File: config.mk
export PLATFORM = sky130hd
export DESIGN_NAME = uart_transmit_flat
export DESIGN_NICKNAME = d
export VERILOG_FILES = /design/src/rtl/uart_pkg.sv /design/src/rtl/uart_transmit_if.sv /design/src/rtl/uart_bit_timer.sv /design/src/rtl/uart_transmit.sv /design/src/flat_wrapper.sv
export SDC_FILE = /design/constraint.sdc
export NUM_CORES = 1
export LEC_CHECK = 0
export BUFFER_PORTS_ARGS = -buffer_cell sky130_fd_sc_hd__buf_2
export CELL_PAD_IN_SITES_DETAIL_PLACEMENT = 0
export CELL_PAD_IN_SITES_GLOBAL_PLACEMENT = 2
export CORE_MARGIN = 3
export CORE_UTILIZATION = 38
export DETAILED_ROUTE_END_ITERATION = 10
export PLACE_DENSITY = 0.88
export SYNTH_ARGS = -nofsm -noshare
export SYNTH_HDL_FRONTEND = slang
export SYNTH_SLANG_ARGS = --single-unit
File: constraint.sdc
create_clock -name i_clk -period 3.81 [get_ports i_clk]
set_input_delay 0.9525 -clock i_clk [delete_from_list [all_inputs] [get_ports i_clk]]
set_output_delay 0.9525 -clock i_clk [all_outputs]
set_load 0.01 [all_outputs]
File: src/rtl/uart_pkg.sv
// Shared UART definitions: frame states, baud presets for a 25 MHz clock, byte width.
// Used by the transmitter and intended for reuse by the receiver.
package uart_pkg;

   localparam int unsigned BYTE_W      = 8;
   localparam int unsigned BAUD_115200 = 217;
   localparam int unsigned BAUD_9600   = 2604;

   typedef enum logic [2:0] {
      IDLE   = 3'd0,
      START  = 3'd1,
      DATA   = 3'd2,
      PARITY = 3'd3,
      STOP   = 3'd4
   } uart_state_e;

   // Even parity over one data byte.
   function automatic logic even_parity(input logic [BYTE_W-1:0] b);
      return ^b;
   endfunction

endpackage

File: src/rtl/uart_transmit_if.sv
// Valid/ready byte handshake into the UART transmitter.
// The producer uses the master modport; the transmitter uses the slave modport.
interface uart_transmit_if;
   import uart_pkg::*;

   logic [BYTE_W-1:0] tx_byte;
   logic              tx_valid;
   logic              tx_ready;

   modport master (output tx_byte, output tx_valid, input tx_ready);
   modport slave  (input tx_byte, input tx_valid, output tx_ready);

endinterface

File: src/rtl/uart_bit_timer.sv
// Bit-period timer: counts 0..CYCLES_PER_BIT-1 while enabled and raises a registered
// bit_end_o strobe during the last cycle of each bit period.
module uart_bit_timer #(
   parameter int unsigned CYCLES_PER_BIT = 217
) (
   input  logic clk,
   input  logic rst_n,
   input  logic enable_i,
   input  logic clear_i,
   output logic bit_end_o
);

   localparam int unsigned CNT_W = (CYCLES_PER_BIT > 1) ? $clog2(CYCLES_PER_BIT) : 1;
   localparam logic [CNT_W-1:0] LAST = CNT_W'(CYCLES_PER_BIT - 1);

   logic [CNT_W-1:0] cnt_q, cnt_d;
   logic             bit_end_q, bit_end_d;

   // Strobe is computed from the next count so it lines up with the final cycle.
   always_comb begin
      cnt_d     = cnt_q;
      bit_end_d = 1'b0;
      if (clear_i) begin
         cnt_d = '0;
      end else if (enable_i) begin
         cnt_d = (cnt_q == LAST) ? '0 : cnt_q + CNT_W'(1);
      end
      bit_end_d = enable_i && !clear_i && (cnt_d == LAST);
   end

   always_ff @(posedge clk or negedge rst_n) begin
      if (!rst_n) begin
         cnt_q     <= '0;
         bit_end_q <= 1'b0;
      end else begin
         cnt_q     <= cnt_d;
         bit_end_q <= bit_end_d;
      end
   end

   assign bit_end_o = bit_end_q;

endmodule

File: src/rtl/uart_transmit.sv
// UART transmitter: 8N1 frames, LSB first, valid/ready byte input, registered outputs.
// Define UART_TX_PARITY_EN to insert an even-parity bit between data and stop.
module uart_transmit
   import uart_pkg::*;
#(
   parameter int unsigned CYCLES_PER_BIT = BAUD_115200
) (
   input  logic            i_clk,
   input  logic            i_rst_n,
   uart_transmit_if.slave  tx_if,
   output logic            o_serial_tx,
   output logic            o_tx_active,
   output logic            o_tx_done
);

   uart_state_e       state_q, state_d;
   logic [BYTE_W-1:0] shift_q, shift_d;
   logic [2:0]        bit_idx_q, bit_idx_d;
   logic              serial_q, serial_d;
   logic              ready_q;
   logic              active_q;
   logic              done_q, done_d;
   logic              accept_c;
   logic              bit_end;
`ifdef UART_TX_PARITY_EN
   logic              parity_q, parity_d;
`endif

   assign accept_c = tx_if.tx_valid && ready_q;

   uart_bit_timer #(
      .CYCLES_PER_BIT (CYCLES_PER_BIT)
   ) u_bit_timer (
      .clk       (i_clk),
      .rst_n     (i_rst_n),
      .enable_i  (state_q != IDLE),
      .clear_i   (accept_c),
      .bit_end_o (bit_end)
   );

   // Next-state logic; the line level is derived from the next state so it is registered.
   always_comb begin
      state_d   = state_q;
      shift_d   = shift_q;
      bit_idx_d = bit_idx_q;
      done_d    = 1'b0;
      serial_d  = 1'b1;
`ifdef UART_TX_PARITY_EN
      parity_d  = parity_q;
`endif
      case (state_q)
         IDLE: begin
            if (accept_c) begin
               shift_d   = tx_if.tx_byte;
               bit_idx_d = 3'd0;
               state_d   = START;
`ifdef UART_TX_PARITY_EN
               parity_d  = even_parity(tx_if.tx_byte);
`endif
            end
         end
         START: begin
            if (bit_end) state_d = DATA;
         end
         DATA: begin
            if (bit_end) begin
               shift_d   = {1'b0, shift_q[BYTE_W-1:1]};
               bit_idx_d = bit_idx_q + 3'd1;
               if (bit_idx_q == 3'd7) begin
`ifdef UART_TX_PARITY_EN
                  state_d = PARITY;
`else
                  state_d = STOP;
`endif
               end
            end
         end
`ifdef UART_TX_PARITY_EN
         PARITY: begin
            if (bit_end) state_d = STOP;
         end
`endif
         STOP: begin
            if (bit_end) begin
               state_d = IDLE;
               done_d  = 1'b1;
            end
         end
         default: state_d = IDLE;
      endcase

      case (state_d)
         START:   serial_d = 1'b0;
         DATA:    serial_d = shift_d[0];
`ifdef UART_TX_PARITY_EN
         PARITY:  serial_d = parity_q;
`endif
         default: serial_d = 1'b1;
      endcase
   end

   always_ff @(posedge i_clk or negedge i_rst_n) begin
      if (!i_rst_n) begin
         state_q   <= IDLE;
         shift_q   <= '0;
         bit_idx_q <= 3'd0;
         serial_q  <= 1'b1;
         ready_q   <= 1'b1;
         active_q  <= 1'b0;
         done_q    <= 1'b0;
      end else begin
         state_q   <= state_d;
         shift_q   <= shift_d;
         bit_idx_q <= bit_idx_d;
         serial_q  <= serial_d;
         ready_q   <= (state_d == IDLE);
         active_q  <= (state_d != IDLE);
         done_q    <= done_d;
      end
   end

`ifdef UART_TX_PARITY_EN
   always_ff @(posedge i_clk or negedge i_rst_n) begin
      if (!i_rst_n) parity_q <= 1'b0;
      else          parity_q <= parity_d;
   end
`endif

   assign tx_if.tx_ready = ready_q;
   assign o_serial_tx    = serial_q;
   assign o_tx_active    = active_q;
   assign o_tx_done      = done_q;

endmodule
File: src/flat_wrapper.sv
// flat-port wrapper written by rule: the top's interface ports become plain ports
module uart_transmit_flat import uart_pkg::*;
#(
   parameter int unsigned CYCLES_PER_BIT = BAUD_115200
)
  (i_clk, i_rst_n, o_serial_tx, o_tx_active, o_tx_done, tx_if_tx_byte, tx_if_tx_valid, tx_if_tx_ready);
  uart_transmit_if tx_if_i ();
  input  logic i_clk;
  input  logic i_rst_n;
  output logic o_serial_tx;
  output logic o_tx_active;
  output logic o_tx_done;
  input wire logic [$bits(tx_if_i.tx_byte)-1:0] tx_if_tx_byte;
  input wire logic [$bits(tx_if_i.tx_valid)-1:0] tx_if_tx_valid;
  output wire logic [$bits(tx_if_i.tx_ready)-1:0] tx_if_tx_ready;
  assign tx_if_i.tx_byte = tx_if_tx_byte;
  assign tx_if_i.tx_valid = tx_if_tx_valid;
  assign tx_if_tx_ready = tx_if_i.tx_ready;
  uart_transmit #(.CYCLES_PER_BIT(CYCLES_PER_BIT)) u_core (.i_clk(i_clk), .i_rst_n(i_rst_n), .tx_if(tx_if_i), .o_serial_tx(o_serial_tx), .o_tx_active(o_tx_active), .o_tx_done(o_tx_done));
endmodule
==> Word level (Yosys, flattened, before mapping) <==
Cells that the tools add are included.
{ "totals": {"reg_bits": 27, "input_bits": 11, "out_inout_bits": 4, "elab_cells": 50} }
{ "classes": {"add_sub_neg": 2, "eq_ne": 10, "mux": 18, "reduce_logical": 10} }
{ "op_table": {"columns": ["op", "n"], "rows": [
  ["8-bit 2-to-1 mux", 5],
  ["3-bit 2-to-1 mux", 7],
  ["8-bit equality test (second input constant)", 2],
  ["8-bit case mux with 2 select lines", 1],
  ["3-bit case mux with 4 select lines", 1],
  ["8-bit by 1-bit adder with 8-bit output (second input constant)", 1],
  ["3-bit by 1-bit equality test with 1-bit output (second input constant)", 2],
  ["3-bit by 2-bit equality test with 1-bit output (second input constant)", 2],
  ["3-bit equality test (second input constant)", 2],
  ["3-bit logical NOT", 2],
  ["3-bit case mux with 2 select lines", 1],
  ["3-bit nonzero test", 2],
  ["2-bit != test (second input constant)", 2],
  ["3-bit by 1-bit adder with 3-bit output (second input constant)", 1],
  ["1-bit logical AND", 3],
  ["3-bit AND reduction", 1],
  ["1-bit 2-to-1 mux", 2],
  ["1-bit case mux with 2 select lines", 1],
  ["2-bit nonzero test", 1],
  ["1-bit logical NOT", 1]
]} }

==> Depth between registers and ports, before layout <==
Gate-level depths: netlist (run 1).
{ "depth": {"word_depth": 6, "ltp_mapped": 6, "depth_no_buf": 6} }

==> Cells and area by module <==
From an unflattened synthesis (run 1), not the netlist that was laid out.
{ "hier_totals": {"cells_unflattened": 121, "hier_area_um2": 1348.8} }
{ "by_module_without_submodules": {"columns": ["module", "n_inst", "cells_per_inst", "area_each_um2", "seq_area_each_um2"], "rows": [
  ["uart_transmit", 1, 75, 870.8, 452.9],
  ["uart_bit_timer", 1, 46, 478.0, 225.2]
]} }

==> Worst setup path after synthesis (run 1) <==
OpenSTA, ideal clock, no wires.
{ "synth_path": {"path_kind": "in2reg", "from": "input tx_if_tx_valid", "to": "register u_core.serial_q, in the netlist u_core.o_serial_tx", "setup_ps": 73, "arrival_ps": 1807, "path_slack_ps": 1930, "stages": 4, "path_cell_list": "and2_1 -> a21oi_1 -> a221oi_1 -> a21oi_1"} }
{ "synth_via": {"elab_chain_cells": 5} }
{ "synth_lines": {"columns": ["item", "line_no", "text"], "rows": [
  ["start: declaration", "flat_wrapper.sv:14", "input wire logic [$bits(tx_if_i.tx_valid)-1:0] tx_if_tx_valid;"],
  ["1-bit logical AND *", "uart_transmit.sv:29", "assign accept_c = tx_if.tx_valid && ready_q;"],
  ["3-bit 2-to-1 mux", "uart_transmit.sv:53", "if (accept_c) begin"],
  ["3-bit case mux with 4 select lines", "uart_transmit.sv:51", "case (state_q)"],
  ["3-bit by 2-bit equality test with 1-bit output / 3-bit by 1-bit equality test with 1-bit output (equally long branches)", "uart_transmit.sv:92", "case (state_d)"],
  ["1-bit case mux with 2 select lines *", "uart_transmit.sv:92", null],
  ["via u_core.serial_d", "uart_transmit.sv:19", "logic serial_q, serial_d;"],
  ["end signal: assignment", "uart_transmit.sv:115", "serial_q <= serial_d;"],
  ["end: declaration", "uart_transmit.sv:19", null]
]} }
Mark *: on every way through the listed nets, which the timed path passes. The rest lies on a longest branch. The select of a mux whose other input is x is not followed.
A chain may end at the register's enable or synchronous reset.

==> Worst setup path in the final report (run 1) <==
{ "layout_path": {"from": "register u_core.state_q[2]", "to": "register u_core.serial_q, in the netlist u_core.o_serial_tx"} }
{ "layout_via": {"elab_chain_cells": 5} }
{ "layout_lines": {"columns": ["item", "line_no", "text"], "rows": [
  ["start: declaration", "uart_transmit.sv:16", "uart_state_e state_q, state_d;"],
  ["start signal: assignment", "uart_transmit.sv:112", "state_q <= state_d;"],
  ["3-bit 2-to-1 mux", "uart_transmit.sv:69", "if (bit_idx_q == 3'd7) begin"],
  ["3-bit 2-to-1 mux", "uart_transmit.sv:66", "if (bit_end) begin"],
  ["3-bit case mux with 4 select lines", "uart_transmit.sv:51", null],
  ["3-bit by 2-bit equality test with 1-bit output / 3-bit by 1-bit equality test with 1-bit output (equally long branches)", "uart_transmit.sv:92", null],
  ["1-bit case mux with 2 select lines *", "uart_transmit.sv:92", null],
  ["via u_core.serial_d", "uart_transmit.sv:19", null]
]} }
Mark *: on every way through the listed nets, which the timed path passes. The rest lies on a longest branch.

==> results.toml, run 1 <==
[cells_and_area]
drive_gt1_frac = 0.1830
num-fill-cells = 332
regArea_um2 = 678.2
antenna_cells = 0
multiInputGateArea_um2 = 628.1
nets = 169
postLayoutCoreUtil = 0.4637
areaGrowthSynthToFinish_pct = 10.52

[synth]
yosys.area.top_type = "dfrtp_1"
ys_warn_count = 0
synth_nets = 154
yosys.cell_types.count = 37
netlist_area_um2 = 1344
ys_ff_latch = 27
yosysTopAreaCellShare = 0.4655
syn_area_per_cell_um2 = 9.668
yosysSeqAreaShare = 0.5047
netlist_instances = 139
yosys-top-cells-area = "dfrtp_1 47%, nand2_1 7.5%, dfstp_2 3.9%"

[grt]
grt_max_degree = 28
antenna_found_initial = 0
overflow = 0
grt_pass1_wl_mm = 4.843
grt.total_usage = 0.1425
grt_pass1_vias = 1027

[drt]
wl_met2_mm = 1.220
drc = 0
dr_wl_met3_um = 102
via_per_inst = 5.320
highest_layer = "met4"
avgRoutedWirePerCell_um = 13.38
firstDrtPassIters = 4
routed_wirelength_mm = 2.635
drt-met1-wl_mm = 1.294
drt_iter0_drc = 48
via_count = 1048
ant_nets = 0

[setup_path]
critPathLaunchType = "register"
arrival_ns = 2.27
critical_path_class = "reg -> reg"
cp_max_fo = 11
cp_data_required_time_ns = 4.08
end_kind = "register"

[sta]
relSlewSlack = 0.5281
setup_tns_ns = 0
rsz0062_at_grt = "no"
finalMaxSlewViolations = 0
setup_viol = 0
tightest_slew_ns = 0.7018
final.period_utilization = 0.5247
hold_viol_final = 0
fmax_mhz = 500.2
clock-skew-final_ns = 0.004563
final.setup.worst_slack_ns = 1.811
period_needed_ns = 1.999

[clock_network]
post-cts-setup-buffers = 0
cts_tree = "built"
cts_hold_buf = 0
ctsResizeCount = 0
cts-root-buf = "clkbuf_4"
clock-sinks = 27
cts_buffers = 3
htree_levels = 1
clkTransAtPathRegs_ns = 0.16
clockBufferDepth = 2
clk_latency_ns = 0.32

[min_path]
worstHoldPathType = "reg -> reg"

[placement]
gp_congestion = 0.7502
portBuffers = 14
place_ws_ns = 1.584
place_hpwl_mm = 1.955

[die]
die_h_um = 65.47
die-area_um2 = 4286
io_pins = 15
fp-row-count = 20
core_um2 = 3203
initial_core_util = 0.4195
chipWidth_um = 65.47

[pwr]
powerDensity_nw_per_um2 = 515.8
leakagePower_nw = 0.6603
peakVddDrop_mv = 0.2806
total_power_mw = 0.7660

[outcome]
status = "finished clean"

[flow_run]
maxCapViolCount = 0
-- worst max-delay path: stages (launching register included) --
cell	delay, ns
dfrtp_1	0.50
or3_1	0.49
nor2_1	0.56
a221oi_1	0.23
a21oi_1	0.17
-- power by group --
part / switching, mW / total, mW / internal, mW
sequential: 0.0731 / 0.432 / 0.359
clock: 0.0890 / 0.132 / 0.0428
combinational: 0.114 / 0.202 / 0.0878
-- through the flow --
step / std cells / cell area, um2 / hold slack [ns]
final: 197 / 1485 / 0.4926
after global placement: 193 / 1454 / 0.4543
after detailed placement: 193 / 1454 / 0.4609
after CTS: 197 / 1485 / 0.4992
after floorplan: 139 / 1344 / 0.4376
after global routing: 197 / 1485 / 0.5450
-- sequential cells by signal, summed over array words and instances (netlist names) --
name / count
u_core.state_q: 3
u_core.o_tx_active: 1
u_core.o_serial_tx: 1
u_core.u_bit_timer.cnt_q: 8
u_core.shift_q: 8
u_core.o_tx_done: 1
u_core.u_bit_timer.bit_end_o: 1
u_core.bit_idx_q: 3
u_core.tx_if.tx_ready: 1
-- worst paths after layout --
path,from,end,slack (ns),depth (start not counted)
max,u_core.state_q[2]$_DFF_PN0_,u_core.o_serial_tx$_DFF_PN1_,1.81,4
min,u_core.shift_q[1]$_DFFE_PN0P_,u_core.shift_q[1]$_DFFE_PN0P_,0.49,2
max reg2reg,u_core.state_q[2]$_DFF_PN0_,u_core.o_serial_tx$_DFF_PN1_,1.81,4
min reg2reg,u_core.shift_q[1]$_DFFE_PN0P_,u_core.shift_q[1]$_DFFE_PN0P_,0.49,2
max in group asynchronous,i_rst_n,u_core.u_bit_timer.cnt_q[2]$_DFF_PN0_,2.83,1
min in group asynchronous,i_rst_n,u_core.o_tx_active$_DFF_PN0_,0.60,1
-- layer usage --
metal  vias up  global-route usage
met5         -                   0
met4         0             0.04404
met3         2             0.02222
met2        18              0.2326
met1       499              0.1941
li1        529                   -
-- kinds of logic (layout without fill, tap and decap cells) --
logic type / after synthesis / in the layout / synth area share
AO/OA/AOI/OAI: 31 / 31 / 0.1443
XOR/XNOR: 4 / 4 / 0.02608
adder cells (fa/ha/maj): 4 / 4 / 0.03725
buffers and inverters: 9 / 23 / 0.02793
flip-flops: 27 / 27 / 0.5047
multiplexers: 1 / 1 / 0.008379
AND/OR/NAND/NOR: 63 / 63 / 0.2514
-- layout by cell type, fill, tap and decap left out, types with 2 or more instances in the layout --
cell type	n
xnor2_1	3
nor2_1	7
and2_1	2
dfstp_2	2
buf_2	14
nor3_1	4
o31ai_1	2
nand3b_1	2
ha_1	4
dfrtp_1	25
a22oi_1	6
or3_1	4
o21ai_0	9
nand3_1	3
clkbuf_4	3
nand2_1	27
inv_1	4
a31oi_1	2
nor4bb_1	3
a21oi_1	8
-- cells in the mapped netlist --
library cell,count
a21oi_1,8
a221o_1,1
a221oi_1,1
a22oi_1,6
a31o_2,1
a31oi_1,2
a32oi_1,1
and2_1,2
and2b_1,1
and3_1,1
buf_2,3
clkbuf_1,2
dfrtp_1,25
dfstp_2,2
ha_1,4
inv_1,4
mux2_2,1
nand2_1,27
nand3_1,3
nand3_2,1
nand3b_1,2
nand4_1,1
nor2_1,7
nor3_1,4
nor3_2,1
nor3b_1,1
nor4_1,1
nor4_2,1
nor4b_1,1
nor4bb_1,3
o21ai_0,9
o31ai_1,2
or2_2,1
or3_1,4
or4_4,1
xnor2_1,3
xor2_1,1
-- layout make-up --
cell class                 instances  share of cell area
clock buffer                       3             0.01516
clock inverter                     1            0.005897
tap                               44             0.03707
sequential                        27              0.4566
inverter                           4             0.01011
multi-input combinational        103              0.4229
timing repair buffer              15             0.05223
Power figures use the tool's default switching activity.
==> inputs of run 2 (changes only) <==
ABC_AREA = 1   (was unset)
CORE_UTILIZATION = 32   (was 38)
PLACE_DENSITY = 0.81   (was 0.88)
clock period = 1.7 ns   (was 3.81 ns; I/O delays follow)
==> results.toml, run 2 <==
[synth]
yosysSeqAreaShare = 0.4818
yosys.cell_types.count = 30
synthArstFlopShare = 1.000
synth_nets = 173
synth_edf_count = 0
ys_warn_count = 0
ys_ff_latch = 27
synth_commonest_cells = "47 x nand2_1, 25 x dfrtp_1, 15 x nor2_1"
yosys.area.top_type = "dfrtp_1"
yosysTopAreaCellShare = 0.4444
yosys-top-cells-area = "dfrtp_1 44%, nand2_1 13%, nor2_1 4.0%"
synthFlopType = "dfrtp_1"
syn_area_per_cell_um2 = 8.909
synth.most_common_cell = "nand2_1"
netlist_area_um2 = 1408
netlist_instances = 158

[clock_network]
cts_tree = "built"
clkTransAtPathRegs_ns = 0.09
cts-root-buf = "clkbuf_8"
ctsResizeCount = 0
post-cts-setup-buffers = 0
clockBufferDepth = 2
cts_buffers = 3
cts_hold_buf = 0
clock-sinks = 27
clk_latency_ns = 0.27
htree_levels = 1

[cells_and_area]
layout_commonest_cell = "nand2_1"
areaGrowthSynthToFinish_pct = 12.18
multiInputGateArea_um2 = 636.9
mostFrequentLayoutCells = "47 x nand2_1, 25 x dfrtp_1, 14 x nor2_1, 14 x buf_2, 11 x inv_1"
antenna_cells = 0
num-fill-cells = 430
reg_top3 = "u_core.shift_q: 8 flops, u_core.u_bit_timer.cnt_q: 8 flops"
regArea_um2 = 678.2
nets = 193
drive_gt1_frac = 0.2825

[placement]
portBuffers = 14
gp_congestion = 0.7786
place_hpwl_mm = 2.093

[setup_path]
cp_max_fo = 4
cp_data_required_time_ns = 1.90
cp_slowest_cell = "dfrtp_1"
path_cells = "ha_1 -> nand2_1 -> nor2_2 -> nand2_1 -> xor2_1 -> nor2_1 -> nand3_1 -> nor2_1"
critPathMaxStageDelay_ns = 0.41
critical_path_class = "reg -> reg"
arrival_ns = 1.69
worst_r2r_path_depth = 8
critPathLaunchType = "register"
end_kind = "register"

[pwr]
clkPwrFrac = 0.350
p_sw_mw = 0.2060
leakagePower_nw = 0.7753
switching_share = 0.2013
p_comb_frac = 0.023
pwr-share-seq = 0.627
peakVddDrop_mv = 0.3039
powerDensity_nw_per_um2 = 648.3
internal-power_mw = 0.8177

[sta]
setup_viol = 0
final.period_utilization = 0.8775
whs_ns = 0.1578
clock-skew-final_ns = 0.004224
rsz0062_at_grt = "no"
fmax_mhz = 670.4
setup_tns_ns = 0
hold_viol_final = 0
finalMaxSlewViolations = 0
relSlewSlack = 0.5958
tightest_slew_ns = 0.6063
period_needed_ns = 1.492

[die]
chipWidth_um = 72.33
io_pins = 15
die_h_um = 72.33
fp-row-count = 23
die-area_um2 = 5231
initial_core_util = 0.3420
core_um2 = 4115

[drt]
drc = 0
firstDrtPassIters = 4
drt_iter0_drc = 35
avgRoutedWirePerCell_um = 11.96
ant_nets = 0
routed_wirelength_mm = 2.714
via_count = 1074
via_per_inst = 4.731

[flow_run]
maxCapViolCount = 0

[grt]
grt.total_usage = 0.1211
overflow = 0
grt_pass1_vias = 1105
grt_pass1_wl_mm = 5.050
antenna_found_initial = 0
grt_max_degree = 28

[outcome]
status = "finished clean"

[min_path]
worstHoldPathType = "in -> async"
[run 2: cell count changes after synthesis, moves of 5 or more]
cell     delta
nand2_1    +20
nor2_1      +8
o21ai_0     -8
inv_1       +7
a21oi_1     -6
inv_2       +5
nand2_2     +5
nor2_2      +5
[run 2: final timing paths]
check | from | endpoint | slack (ns)
max reg2reg | u_core.u_bit_timer.cnt_q[1]$_DFF_PN0_ | u_core.u_bit_timer.bit_end_o$_DFF_PN0_ | 0.21
max | u_core.u_bit_timer.cnt_q[1]$_DFF_PN0_ | u_core.u_bit_timer.bit_end_o$_DFF_PN0_ | 0.21
min in group i_clk | tx_if_tx_byte[6] | u_core.shift_q[6]$_DFFE_PN0P_ | 0.36
min reg2reg | u_core.shift_q[0]$_DFF_PN0_ | u_core.shift_q[0]$_DFF_PN0_ | 0.49
max in group asynchronous | i_rst_n | u_core.bit_idx_q[0]$_DFFE_PN0P_ | 1.15
min | i_rst_n | u_core.u_bit_timer.cnt_q[4]$_DFF_PN0_ | 0.16
[run 2: layout make-up]
type	count	share of cell area
flip-flops and latches	27	0.4295
multi-input cells	112	0.4033
repair buffers	17	0.05864
inverters	17	0.04041
well taps	50	0.03962
clock buffers	4	0.02853
[run 2: worst max-delay path, delay by kind of cell, from the launching register on]
| family | cells | cell delay [ns] |
|---|---|---|
| xor+xnor | 1 | 0.16 |
| fa+ha+maj | 1 | 0.24 |
| flops | 1 | 0.41 |
| simple gates | 6 | 0.61 |
[run 2: power by group through the flow]
stage	logic (mW)	clock network (mW)	registers, mW
final	0.0236	0.358	0.642
after global routing	0.0280	0.402	0.642
after CTS	0.0250	0.376	0.642
after detailed placement	0.0250	0	0.654
after global placement	0.0246	0	0.654
after floorplan	0.000205	0	0.655
[run 2: through the flow]
step           total power [mW]  cell area, um2  instances    util  setup WS [ns]
2_1_floorplan            0.6548            1408        158       -         0.3480
3_3_place_gp             0.6790            1531        223  0.3722         0.1916
3_5_place_dp             0.6794            1531        223  0.3722         0.1637
4_1_cts                   1.043            1577        227  0.3831         0.1495
5_1_grt                   1.072            1579        227  0.3837        0.07171
6_report                  1.024            1579        227  0.3837         0.2083
[run 2: kinds of logic (layout without fill, tap and decap cells)]
group,count (synthesis),count (layout),synth area share
and+or+nand+nor,88,88,0.3120
DFF,27,27,0.4818
AOI/OAI and AO/OA,19,19,0.09690
buffers and inverters,19,38,0.06755
adders and majority gates,4,4,0.03556
xor gates and xnor gates,1,1,0.006223
[run 2: metal layers]
metal  global-route usage  share of wire  vias to the layer above
li1                     -              -                      543
met3              0.01801          0.029                        4
met4              0.05010          0.015                        0
met2               0.2042           0.50                       18
met1               0.1542           0.45                      509
met5                    0              0                        -
==> inputs of run 3 (changes only) <==
ABC_AREA = 0   (was 1)
PLACE_DENSITY = 0.8   (was 0.81)
==> results.toml, run 3 (synthesized netlist as in run 1, its figures left out) <==
[setup_path]
worst_r2r_path_depth = 4
critPathMaxStageDelay_ns = 0.50
r2r-end = "u_core.u_bit_timer.bit_end_o$_DFF_PN0_"
cp_slowest_cell = "or4_4"
critical_path_class = "reg -> reg"
end_kind = "register"
critPathLaunchType = "register"
reg2reg_slack_ns = 0.05
cp_data_required_time_ns = 1.88
cp_max_fo = 4
r2r-start = "u_core.u_bit_timer.cnt_q[1]$_DFF_PN0_"
cpLargestDelayFamily = "simple AND/OR/NAND/NOR gates"
path_buf_inv = 0
path_cells = "nand3_2 -> or4_4 -> a221o_1 -> nor4_2"
arrival_ns = 1.83

[pwr]
p_comb_frac = 0.322
p_sw_mw = 0.6372
total_power_mw = 1.891
powerDensity_nw_per_um2 = 1157
pwr-share-seq = 0.488
switching_share = 0.3369
clkPwrFrac = 0.190
leakagePower_nw = 0.7465
internal-power_mw = 1.254
peakVddDrop_mv = 0.4231

[clock_network]
clk_latency_ns = 0.27
cts-root-buf = "clkbuf_8"
clockBufferDepth = 2
cts_buffers = 3
clkTransAtPathRegs_ns = 0.09
cts_tree = "built"
cts_hold_buf = 0
htree_levels = 1
clock-sinks = 27

[sta]
tightest_slew_ns = 0.6070
fmax_mhz = 605.6
setup_tns_ns = 0
final.period_utilization = 0.9713
clock-skew-final_ns = 0.003192
finalMaxSlewViolations = 0
period_needed_ns = 1.651
hold_viol_final = 0
rsz0062_at_grt = "yes"
relSlewSlack = 0.5953
setup_viol = 0
whs_ns = 0.1534

[cells_and_area]
areaGrowthSynthToFinish_pct = 21.60
antenna_cells = 0
drive_gt1_frac = 0.2765
regArea_um2 = 680.7
reg_top3 = "u_core.shift_q: 8 flops, u_core.u_bit_timer.cnt_q: 8 flops"
layout_commonest_cell = "nand2_1"
final_cells = 218
multiInputGateArea_um2 = 628.1
num-fill-cells = 401
mostFrequentLayoutCells = "27 x nand2_1, 23 x dfrtp_1, 18 x buf_4"
nets = 186

[grt]
grt_pass1_wl_mm = 5.223
grt_pass1_vias = 1152
grt_max_degree = 28
overflow = 0
grt.total_usage = 0.1288
antenna_found_initial = 0

[placement]
gp_congestion = 0.8243
dp_cells = 212
place_hpwl_mm = 2.218
portBuffers = 14

[die]
core_um2 = 3854
chipWidth_um = 70.80
io_pins = 15
die_h_um = 70.80
fp-row-count = 22
die-area_um2 = 5013
initial_core_util = 0.3487

[drt]
firstDrtPassIters = 4
ant_nets = 0
drc = 0
routed_wirelength_mm = 2.978
avgRoutedWirePerCell_um = 13.66
via_per_inst = 5.174
via_count = 1128
drt_iter0_drc = 51

[outcome]
status = "finished clean"

[flow_run]
maxCapViolCount = 0

[min_path]
worstHoldPathType = "in -> async"
-- run 3: metrics by stage --
stage / util / setup slack, ns / cell area (um2)
floorplan: - / 0.07162 / 1344
global placement: 0.4078 / 0.05465 / 1572
detailed placement: 0.4078 / -0.03404 / 1572
CTS: 0.4198 / 0.03890 / 1618
global route: 0.4240 / -0.05244 / 1634
finish: 0.4240 / 0.04876 / 1634
-- run 3: metal layers --
metal,track usage,vias to the layer above,part of all wire
met5,0,-,0
li1,-,560,-
met1,0.1625,532,0.48
met4,0.04175,0,0.011
met2,0.2173,32,0.48
met3,0.02983,4,0.036
-- run 3: area by class of cell --
type,instances,share of cell area
inverters,4,0.009188
flip-flops and latches,27,0.4165
repair buffers,32,0.1256
well taps,48,0.03675
multi-input cells,103,0.3844
clock buffers,4,0.02757
-- run 3: worst register-to-register path, stage by stage, from the launching register on --
cell and delay (ns):
dfrtp_1 0.42, nand3_2 0.14, or4_4 0.50, a221o_1 0.35, nor4_2 0.16
-- run 3: repair_timing --
item / CTS / global route
setup endpoints to repair: 1 / 7
setup buffers: 0 / 2
gates resized for setup: 1 / 2
-- run 3: worst max-delay path by stage --
stage	start	to	slack [ns]	cells past startpoint
floorplan	u_core.state_q[1]$_DFF_PN0_	u_core.u_bit_timer.bit_end_o$_DFF_PN0_	0.07	5
global placement	u_core.state_q[1]$_DFF_PN0_	u_core.u_bit_timer.bit_end_o$_DFF_PN0_	0.05	4
detailed placement	u_core.state_q[1]$_DFF_PN0_	u_core.u_bit_timer.bit_end_o$_DFF_PN0_	-0.03	4
CTS	u_core.state_q[1]$_DFF_PN0_	u_core.u_bit_timer.bit_end_o$_DFF_PN0_	0.04	4
global route	u_core.state_q[1]$_DFF_PN0_	u_core.u_bit_timer.bit_end_o$_DFF_PN0_	-0.05	4
finish	u_core.u_bit_timer.cnt_q[1]$_DFF_PN0_	u_core.u_bit_timer.bit_end_o$_DFF_PN0_	0.05	4
-- run 3: power groups by stage --
stage	sequential, mW	clock [mW]	combinational [mW]
6_report	0.923	0.360	0.608
5_1_grt	0.948	0.415	0.686
4_1_cts	0.921	0.377	0.611
3_5_place_dp	0.934	0	0.604
3_3_place_gp	0.923	0	0.587
2_1_floorplan	0.923	0	0.367
